[config.mk]
export PLATFORM = sky130hd
export DESIGN_NAME = config_port_arbiter
export DESIGN_NICKNAME = d
export VERILOG_FILES = /design/src/rtl/config_port_arbiter.sv
export SDC_FILE = /design/constraint.sdc
export NUM_CORES = 1
export LEC_CHECK = 0
export ABC_AREA = 1
export BUFFER_PORTS_ARGS = -buffer_cell sky130_fd_sc_hd__buf_2
export CORE_MARGIN = 2
export CORE_UTILIZATION = 40
export CTS_CLUSTER_SIZE = 25
export DETAILED_ROUTE_END_ITERATION = 10
export HOLD_SLACK_MARGIN = 0.06
export PLACE_DENSITY = 0.67
export RECOVER_POWER = 100
export SYNTH_ARGS = -nofsm -noshare
export SYNTH_HDL_FRONTEND = slang
export SYNTH_SLANG_ARGS = --single-unit
[constraint.sdc]
create_clock -name CLK -period 2 [get_ports CLK]
set_input_delay 0.2 -clock CLK [delete_from_list [all_inputs] [get_ports CLK]]
set_output_delay 0.2 -clock CLK [all_outputs]
set_load 0.03 [all_outputs]
[src/rtl/config_port_arbiter.sv]
// config_port_arbiter: grants one of two requesters the config port, pulses
// ConfigReset at session start, then streams words with a 1-cycle strobe.
module config_port_arbiter #(
    parameter int RESET_CYCLES   = 2,
    parameter int TIMEOUT_CYCLES = 65535
) (
    input  logic        CLK,
    input  logic        resetn,
    input  logic        req0_active,
    input  logic [31:0] req0_data,
    input  logic        req0_valid,
    output logic        req0_ready,
    input  logic        req1_active,
    input  logic [31:0] req1_data,
    input  logic        req1_valid,
    output logic        req1_ready,
    output logic [31:0] WriteData,
    output logic        WriteStrobe,
    output logic        ConfigReset,
    output logic        Owner,
    output logic        Busy,
    output logic        TimeoutErr
);
    typedef enum logic [1:0] {IDLE, START, STREAM} state_t;
    state_t state_q, state_d;
    logic owner_q, owner_d, prev_q, prev_d, terr_q, terr_d;
    logic strobe_q, strobe_d, cfg_q, cfg_d, busy_q, busy_d;
    logic [31:0] data_q, data_d;
    logic [3:0] rst_cnt_q, rst_cnt_d;
    logic [15:0] idle_q, idle_d;
    logic own_active, own_valid, xfer, timeout;
    logic [31:0] own_data;

    assign own_active = owner_q ? req1_active : req0_active;
    assign own_valid  = owner_q ? req1_valid : req0_valid;
    assign own_data   = owner_q ? req1_data : req0_data;
    assign req0_ready = (state_q == STREAM) && !owner_q;
    assign req1_ready = (state_q == STREAM) && owner_q;
    assign xfer       = (state_q == STREAM) && own_valid;
    // Timeout fires on the idle cycle that would bring the count to TIMEOUT_CYCLES
    assign timeout    = !xfer && (({1'b0, idle_q} + 17'd1) == 17'(TIMEOUT_CYCLES));

    always_comb begin
        state_d   = state_q;
        owner_d   = owner_q;
        prev_d    = prev_q;
        terr_d    = terr_q;
        rst_cnt_d = rst_cnt_q;
        idle_d    = idle_q;
        strobe_d  = xfer;
        data_d    = xfer ? own_data : data_q;
        case (state_q)
            IDLE: begin
                if (req0_active || req1_active) begin
                    owner_d   = (req0_active && req1_active) ? !prev_q : req1_active;
                    prev_d    = owner_d;
                    terr_d    = 1'b0;
                    rst_cnt_d = 4'(RESET_CYCLES);
                    idle_d    = 16'd0;
                    state_d   = START;
                end
            end
            START: begin
                if (!own_active) state_d = IDLE;
                else if (rst_cnt_q == 4'd1) state_d = STREAM;
                else rst_cnt_d = rst_cnt_q - 4'd1;
            end
            STREAM: begin
                idle_d = xfer ? 16'd0 : idle_q + 16'd1;
                if (timeout) terr_d = 1'b1;
                if (timeout || !own_active) state_d = IDLE;
            end
            default: state_d = IDLE;
        endcase
        cfg_d  = (state_d == START);
        busy_d = (state_d != IDLE);
    end

    always_ff @(posedge CLK or negedge resetn) begin
        if (!resetn) begin
            state_q   <= IDLE;
            owner_q   <= 1'b0;
            prev_q    <= 1'b1;
            terr_q    <= 1'b0;
            strobe_q  <= 1'b0;
            cfg_q     <= 1'b0;
            busy_q    <= 1'b0;
            data_q    <= 32'd0;
            rst_cnt_q <= 4'd0;
            idle_q    <= 16'd0;
        end else begin
            state_q   <= state_d;
            owner_q   <= owner_d;
            prev_q    <= prev_d;
            terr_q    <= terr_d;
            strobe_q  <= strobe_d;
            cfg_q     <= cfg_d;
            busy_q    <= busy_d;
            data_q    <= data_d;
            rst_cnt_q <= rst_cnt_d;
            idle_q    <= idle_d;
        end
    end

    assign WriteData   = data_q;
    assign WriteStrobe = strobe_q;
    assign ConfigReset = cfg_q;
    assign Owner       = owner_q;
    assign Busy        = busy_q;
    assign TimeoutErr  = terr_q;
endmodule

==> out/results.ini, run 1 <==
[timing]
rsz0062_at_grt=no
max_freq_ghz=0.5474
final-max-slew-violation-count=0
hold_viol_final=0
clock_skew_ns=0.01137
setup_viol=0
timing.final.ws_setup_ns=0.1733
worst_slew_pin_slew_ns=1.044
setup_tns_ns=0
finalCriticalPeriod_ns=1.827
slew-limit-headroom=0.3041
min_period_over_period=0.9134

[worst_setup_path]
path_class=flip-flop to output pin
cp.required_ns=1.80
cp.arrival_ns=1.63
end_kind=output pin
start_kind=flip-flop
path_max_fanout=4

[cts]
cts-resized-gates=0
cts_htree_levels=3
clockRootBuffer=clkbuf_8
clk_pin_slew_ns=0.07
worstSkewPairLatency_ns=0.34
cts_sinks=60
cts_tree=built
clockBufferDepth=2
numCtsBuffers=9

[place]
finalWeightedCongestion=0.9005
pre_cts_slack_ns=0.2216
io_buffers=108
dp.final_hpwl_mm=5.906

[routing]
drc_errors=0
routedWlPerCell_um=12.76
drt_wl_total_mm=7.797
antenna_left=0
num_vias=2967
drt_iter0_markers=109
via_per_inst=4.856
drtPass1Iterations=4

[floorplan]
core.rowCount=31
fp.dieH_um=91.24
core_sq_um=7292
die_area_sq_um=8324
ios=109
die-width_um=91.24
start_util=0.4175

[synthesis]
syn_inst=394
synth_top_area_share=0.4850
syn_avg_cell_area_sq_um=7.726
synth_area_sq_um=3044
synth_nets=468
yosysTopAreaCell=dfrtp_1
ys_types=25
synth_area_leaders=dfrtp_1, nand2_1, nor2_1
ys_seq_elements=60
yosysWarningCount=0
ys_seq_area_frac=0.4936

[layout]
fin_nets=581
multiInputGateArea_sq_um=1344
fill_cells=739
antenna_cells=0
post_route_cells_drive_above_1_share=0.2109
layout.area.seq_sq_um=1503
area_growth_pct=27.62

[global_route]
grt_pass1_vias=2730
grt_max_degree=66
grt_use_total=0.1904
grt_pass1_wl_mm=12.62
globalRouteOverflowTotal=0
antenna_found_initial=0

[min_path]
hp-class=input port to flip-flop

[power]
vdd.ir_drop.worst_mv=0.6420
powerDensity_nw_per_um2=1400
p_leak_nw=1.838
finalPower_mw=5.438

[flow_run]
cap_violations=0

[status]
outcome=finished, final reports clean

==> cell usage after synthesis <==
| cell type | number |
|---|---|
| a21oi_1 | 3 |
| a22oi_1 | 1 |
| a31oi_1 | 32 |
| a32o_1 | 1 |
| buf_2 | 6 |
| buf_4 | 2 |
| clkbuf_1 | 7 |
| dfrtp_1 | 59 |
| dfstp_2 | 1 |
| ha_1 | 4 |
| inv_1 | 30 |
| inv_2 | 3 |
| mux2i_1 | 1 |
| nand2_1 | 130 |
| nand2_2 | 5 |
| nand3_1 | 14 |
| nand4_1 | 7 |
| nor2_1 | 55 |
| nor2_2 | 5 |
| nor2_4 | 4 |
| o21ai_0 | 9 |
| o21ai_1 | 7 |
| o21bai_2 | 1 |
| o22ai_1 | 6 |
| xor2_1 | 1 |
==> cell families after synthesis <==
kind of cell / count (synthesis) / share of synthesized area
xor gates and xnor gates: 1 / 0.002878
buffers and inverters: 48 / 0.06412
DFF: 60 / 0.4936
AOI/OAI and AO/OA: 60 / 0.1188
and+or+nand+nor: 220 / 0.3009
adders and majority gates: 4 / 0.01644
muxes: 1 / 0.003288
==> report_power, final <==
| group | switching (mW) | internal, mW |
|---|---|---|
| clock | 0.480 | 0.830 |
| combinational | 1.65 | 0.589 |
| sequential | 0.243 | 1.65 |
==> final timing paths <==
path,start,to,slack (ns),depth (start not counted)
setup / recovery,state_q[1]$_DFF_PN0_,req0_ready,0.17,5
hold / removal,req0_data[4],WriteData[4]$_DFFE_PN0P_,0.11,3
setup reg to reg,state_q[1]$_DFF_PN0_,idle_q[11]$_DFFE_PN0P_,0.17,6
hold reg to reg,prev_q$_DFFE_PN1P_,prev_q$_DFFE_PN1P_,0.47,2
max in group asynchronous,resetn,prev_q$_DFFE_PN1P_,0.35,3
min in group asynchronous,resetn,WriteData[23]$_DFFE_PN0P_,0.56,2
==> per-layer routing <==
metal / vias to the layer above / part of all wire / global-route usage
met5: - / 0 / 0
met4: 0 / 0.026 / 0.09470
met1: 1354 / 0.47 / 0.2586
met3: 17 / 0.049 / 0.03734
li1: 1510 / - / -
met2: 86 / 0.46 / 0.2907
==> cells in the final DEF, fill, tap and decap left out, types with 2 or more instances in the layout <==
| cell | netlist | routed |
|---|---|---|
| bufinv_16 | 0 | 3 |
| nand3_1 | 14 | 14 |
| a21oi_1 | 3 | 3 |
| o22ai_1 | 6 | 6 |
| clkbuf_8 | 0 | 9 |
| dfrtp_1 | 59 | 59 |
| ha_1 | 4 | 4 |
| inv_2 | 3 | 2 |
| nor2_2 | 5 | 4 |
| inv_1 | 30 | 30 |
| buf_4 | 2 | 3 |
| o21ai_0 | 9 | 14 |
| nor2_1 | 55 | 56 |
| nand2_2 | 5 | 5 |
| buf_2 | 6 | 70 |
| nand4_1 | 7 | 7 |
| a31oi_1 | 32 | 32 |
| clkinv_4 | 0 | 2 |
| clkbuf_2 | 0 | 2 |
| nand2_1 | 130 | 130 |
| clkbuf_1 | 7 | 41 |
| nor2_4 | 4 | 4 |
| o21ai_1 | 7 | 2 |
==> critical path, cell delays in order (launching register included) <==
cell and delay (ns):
dfrtp_1 0.40, inv_1 0.05, nor2_1 0.22, inv_1 0.17
nor2_1 0.13, clkbuf_1 0.32
==> repair_timing <==
item / in CTS / in global routing
hold buffers: 1 / 0
endpoints found under the setup margin: 0 / 0
hold endpoints to repair: 17 / 0
setup buffers: 0 / 0
==> sequential cells by signal, indices dropped and copies added (netlist names), 2 cells and up <==
signal and flops:
idle_q 16, state_q 2, WriteData 32, rst_cnt_q 4
==> stage by stage <==
| stage | utilization | cells | area (sq um) | hold slack (ns) |
|---|---|---|---|---|
| after floorplan | - | 394 | 3044 | -0.09559 |
| after global placement | 0.5088 | 594 | 3710 | 0.1738 |
| after detailed placement | 0.5088 | 594 | 3710 | 0.1679 |
| after CTS | 0.5431 | 611 | 3960 | 0.09245 |
| after global routing | 0.5328 | 611 | 3885 | 0.1065 |
| final | 0.5328 | 611 | 3885 | 0.1064 |
==> layout make-up <==
class,instances,share of cell area
multi-input combinational,286,0.3459
timing repair buffer,117,0.1417
clock inverter,6,0.02899
clock buffer,10,0.03285
sequential,60,0.3868
inverter,33,0.03188
tap,99,0.03188
No activity file was read; power rests on OpenSTA's default activity.
==> inputs of run 2 (changes only) <==
CTS_BUF_LIST = sky130_fd_sc_hd__clkbuf_8   (was unset)
==> run 2 against run 1 <==
Compared with the run above:
- total power about the same
- first-iteration DRC count stayed put
- design area unchanged
- clock power about the same
- core utilization unchanged
- critical endpoint unchanged
==> out/results.ini, run 2 (synthesis gave the netlist of run 1 again) <==
[status]
outcome=finished, final reports clean

[place]
dp.final_hpwl_mm=5.906  ; unchanged
placedCellCount=594  ; unchanged
finalWeightedCongestion=0.9005  ; unchanged
io_buffers=108  ; unchanged
placed_cell_area_sq_um=3710  ; unchanged
pre_cts_slack_ns=0.2216  ; unchanged

[floorplan]
die_area_sq_um=8324  ; unchanged
start_util=0.4175  ; unchanged
core.rowCount=31  ; unchanged
die-width_um=91.24  ; unchanged
core_sq_um=7292  ; unchanged
fp.dieH_um=91.24  ; unchanged
ios=109  ; unchanged

[timing]
min_period_over_period=0.9135  ; about the same
max_freq_ghz=0.5473  ; about the same
finalCriticalPeriod_ns=1.827  ; +0.0003370 ns
setup_viol=0  ; unchanged
clock_skew_ns=0.01153  ; +0.0001652 ns
timing.final.ws_setup_ns=0.1729  ; -0.0003370 ns
rsz0062_at_grt=no
worst_slew_pin_slew_ns=1.044  ; unchanged
slew-limit-headroom=0.3041  ; unchanged
setup_tns_ns=0  ; unchanged
final-max-slew-violation-count=0  ; unchanged
hold_viol_final=0  ; unchanged

[cts]
post_cts_buffers=0  ; unchanged
numCtsBuffers=9  ; unchanged
cts_sinks=60  ; unchanged
worstSkewPairLatency_ns=0.34  ; about the same
cts_tree=built
clockBufferDepth=2  ; unchanged
clk_pin_slew_ns=0.07  ; about the same
cts_htree_levels=3  ; unchanged
clockRootBuffer=clkbuf_8

[worst_setup_path]
r2r_cells=6  ; unchanged
cp.required_ns=1.80  ; about the same
cp.arrival_ns=1.63  ; about the same
cp_cell_sequence=inv_1, nor2_1, inv_1, nor2_1, clkbuf_1
cpPeakStageDelay_ns=0.40  ; about the same
end_kind=output pin
rrSetupSlack_ns=0.17  ; about the same
crit_slowest_cell=dfrtp_1
start_kind=flip-flop
path_class=flip-flop to output pin
path_max_fanout=4  ; unchanged

[global_route]
antenna_found_initial=0  ; unchanged
grt_max_degree=66  ; unchanged
grt_pass1_wl_mm=12.62  ; unchanged
grt_pass1_vias=2730  ; unchanged
grt_use_total=0.1904  ; unchanged
globalRouteOverflowTotal=0  ; unchanged

[layout]
stdcell_count=611  ; unchanged
area_growth_pct=27.62  ; unchanged
largest_reg_flops=32  ; unchanged
final_cell_mix=nand2_1, buf_2, dfrtp_1
post_route_cells_drive_above_1_share=0.2109  ; unchanged
final_util=0.5328  ; unchanged
final_common_cell=nand2_1
fin_nets=581  ; unchanged
fin_area_sq_um=3885  ; unchanged
antenna_cells=0  ; unchanged

[routing]
route.met3.wl_um=378  ; -0.53%
drc_errors=0  ; unchanged
drtPass1Iterations=4  ; unchanged
wl_met1_mm=3.643  ; unchanged
drt_wl_total_mm=7.796  ; about the same
via_per_inst=4.854  ; about the same
wl_met2_mm=3.570  ; about the same
top_layer_used=met4
num_vias=2966  ; -0.034%
routedWlPerCell_um=12.76  ; about the same
antenna_left=0  ; unchanged
drt_iter0_markers=109  ; unchanged

[min_path]
hp-class=input port to flip-flop
hold_depth=3  ; unchanged

[flow_run]
cap_violations=0  ; unchanged

[power]
powerDensity_nw_per_um2=1398  ; about the same
vdd.ir_drop.worst_mv=0.6420  ; about the same
p_leak_nw=1.843  ; +0.23%

## run 2: worst paths after layout
check	endpoint	from
setup / recovery	req0_ready	state_q[1]$_DFF_PN0_
hold / removal	WriteData[26]$_DFFE_PN0P_	req0_data[26]
setup reg to reg	idle_q[11]$_DFFE_PN0P_	state_q[1]$_DFF_PN0_
hold reg to reg	prev_q$_DFFE_PN1P_	prev_q$_DFFE_PN1P_
max in group asynchronous	prev_q$_DFFE_PN1P_	resetn
min in group asynchronous	WriteData[23]$_DFFE_PN0P_	resetn
## run 2: routing by layer
metal / vias up / track usage
met1: 1355 / 0.2586
met5: - / 0
li1: 1510 / -
met2: 84 / 0.2907
met3: 17 / 0.03734
met4: 0 / 0.09470
## run 2: worst max-delay path, delay by kind of cell (launching register included)
family,cells,cell delay (ns)
buf+inv,3,0.54
flops,1,0.40
simple gates,2,0.35
## run 2: metrics by stage
stage | total power, mW | hold slack (ns)
2_1_floorplan | 3.512 | -0.09559
3_3_place_gp | 4.247 | 0.1738
3_5_place_dp | 4.281 | 0.1679
4_1_cts | 5.603 | 0.09213
5_1_grt | 5.803 | 0.1060
6_report | 5.433 | 0.1064
## run 2: layout make-up
class / count / area (sq um)
fillers: 739 / 3407
well taps: 99 / 123.9
repair buffers: 117 / 550.5
clock buffers: 9 / 123.9
flip-flops and latches: 60 / 1503
clock inverters: 7 / 116.4
multi-input cells: 286 / 1344
inverters: 33 / 123.9
## run 2: timing repair
item / CTS / global route
hold endpoints to repair: 17 / 0
hold buffers: 1 / 0
resized for setup: 0 / 0
## run 2: power by group
part	switching [mW]	internal (mW)	total, mW
clock	0.480	0.824	1.30
combinational	1.65	0.589	2.24
sequential	0.243	1.65	1.89
==> inputs of run 3 (changes only) <==
CORE_UTILIZATION = 35   (was 40)
PLACE_DENSITY = unset   (was 0.67)
==> run 3 against run 2 <==
Compared with the run above:
- hold slack better by 0.0060 ns
- design area is 0.29% lower
- wire length is 0.82% lower
==> out/results.ini, run 3 (synthesis gave the netlist of run 1 again) <==
[layout]
antenna_cells=0  ; unchanged
final_cell_mix=nand2_1, buf_2, dfrtp_1
fin_area_sq_um=3874  ; -0.29%
fill_cells=897  ; +21%
final_common_cell=nand2_1
largest_reg_flops=32  ; unchanged
area_growth_pct=27.25
fin_nets=579  ; -0.34%
post_route_cells_drive_above_1_share=0.2098  ; -0.001134

[cts]
clockRootBuffer=clkbuf_8
cts_htree_levels=3  ; unchanged
numCtsBuffers=9  ; unchanged
cts_tree=built
clk_pin_slew_ns=0.07  ; about the same
clockBufferDepth=2  ; unchanged
worstSkewPairLatency_ns=0.34  ; about the same
post_cts_buffers=0  ; unchanged
cts_sinks=60  ; unchanged

[timing]
hold_viol_final=0  ; unchanged
timing.final.ws_setup_ns=0.2297  ; +0.05681 ns
finalCriticalPeriod_ns=1.770  ; -0.05681 ns
setup_viol=0  ; unchanged
rsz0062_at_grt=no
worst_slew_pin_slew_ns=1.375  ; +0.3308 ns
slew-limit-headroom=0.08360  ; -0.2205
min_period_over_period=0.8851  ; -0.02840
max_freq_ghz=0.5649  ; +3.2%
setup_tns_ns=0  ; unchanged
clock_skew_ns=0.006672  ; -0.004862 ns
final-max-slew-violation-count=0  ; unchanged

[routing]
antenna_left=0  ; unchanged
num_vias=2966  ; unchanged
drt_wl_total_mm=7.732  ; -0.82%
drt_iter0_markers=153  ; +40%
drtPass1Iterations=4  ; unchanged
via_per_inst=4.799  ; -1.1%
drc_errors=0  ; unchanged
routedWlPerCell_um=12.51  ; -1.9%

[min_path]
hp-class=input port to flip-flop

[global_route]
grt_use_total=0.1743  ; -0.01612
antenna_found_initial=0  ; unchanged
grt_pass1_vias=2930  ; +7.3%
globalRouteOverflowTotal=0  ; unchanged
grt_pass1_wl_mm=13.48  ; +6.8%
grt_max_degree=66  ; unchanged

[floorplan]
start_util=0.3543  ; -0.06322
ios=109  ; unchanged
core.rowCount=34  ; +9.7%
core_sq_um=8593  ; +18%
die-width_um=97.26  ; +6.6%
die_area_sq_um=9460  ; +14%
fp.dieH_um=97.26  ; +6.6%

[worst_setup_path]
start_kind=flip-flop
path_max_fanout=34  ; +30
end_kind=output pin
path_class=flip-flop to output pin
cp.required_ns=1.80  ; about the same
cp.arrival_ns=1.57  ; -0.06 ns

[flow_run]
cap_violations=0  ; unchanged

[status]
outcome=finished, final reports clean

[power]
vdd.ir_drop.worst_mv=0.8851  ; +38%
powerDensity_nw_per_um2=1371  ; -2.0%
p_leak_nw=1.830  ; -0.69%

[place]
dp.final_hpwl_mm=5.644  ; -4.4%
placed_cell_area_sq_um=3719  ; +0.24%
pre_cts_slack_ns=0.2297  ; +0.008068 ns
io_buffers=108  ; unchanged
finalWeightedCongestion=0.8243  ; -8.5%

## run 3: changes by cell type in the layout (fill, tap and decap cells not counted), sizes merged
| cell | delta |
|---|---|
| clkinv | -2 |
| buf | -1 |
| bufinv | -1 |
| clkinvlp | +1 |
| inv | +1 |
## run 3: metal layers
layer / global-route usage / vias to the layer above / wire [um]
met3: 0.04317 / 6 / 388
li1: - / 1499 / -
met4: 0.05983 / 0 / 55
met5: 0 / - / 0
met1: 0.2209 / 1386 / 3445
met2: 0.2917 / 75 / 3843
## run 3: layout make-up
cell class | count | area, sq um | area share
clock buffer | 10 | 137.6 | 0.03553
clock inverter | 6 | 80.08 | 0.02067
inverter | 33 | 123.9 | 0.03198
multi-input combinational | 286 | 1346 | 0.3475
sequential | 60 | 1503 | 0.3879
tap | 108 | 135.1 | 0.03488
timing repair buffer | 115 | 548.0 | 0.1415
## run 3: power breakdown
group | leakage (nW) | switching [mW] | internal [mW] | total, mW
clock network | 0.115 | 0.480 | 0.724 | 1.20
logic | 0.932 | 1.65 | 0.583 | 2.23
registers | 0.783 | 0.225 | 1.65 | 1.87
## run 3: what timing repair did
item                                   4_1_cts  5_1_grt
setup endpoints to repair                    0        1
endpoints found under the hold margin       22        0
resized for setup                            0        2
hold buffers                                 1        0
## run 3: worst paths after layout
kind                                             to  depth (start not counted)                  start  slack (ns)
hold reg to reg                  prev_q$_DFFE_PN1P_                          2     prev_q$_DFFE_PN1P_        0.47
max in group asynchronous     idle_q[5]$_DFFE_PN0P_                          3                 resetn        0.33
setup / recovery                         req0_ready                          3      Owner$_DFFE_PN0P_        0.23
hold / removal             WriteData[5]$_DFFE_PN0P_                          3           req1_data[5]        0.11
min in group asynchronous  rst_cnt_q[0]$_DFFE_PN0P_                          2                 resetn        0.70
setup reg to reg                     Busy$_DFF_PN0_                         14  idle_q[1]$_DFFE_PN0P_        0.23
## run 3: critical path, cell delays in order, from the launching register on
cell      delay [ns]
dfrtp_1         0.42
clkbuf_4        0.33
nor2_1          0.17
clkbuf_1        0.31
## run 3: metrics by stage
step / std cells / util / hold slack [ns] / power (mW)
finish: 618 / 0.4508 / 0.1124 / 5.309
global route: 618 / 0.4508 / 0.1026 / 5.716
CTS: 618 / 0.4592 / 0.09534 / 5.483
detailed placement: 601 / 0.4327 / 0.2414 / 4.262
global placement: 601 / 0.4327 / 0.2312 / 4.209
floorplan: 394 / - / -0.09559 / 3.512
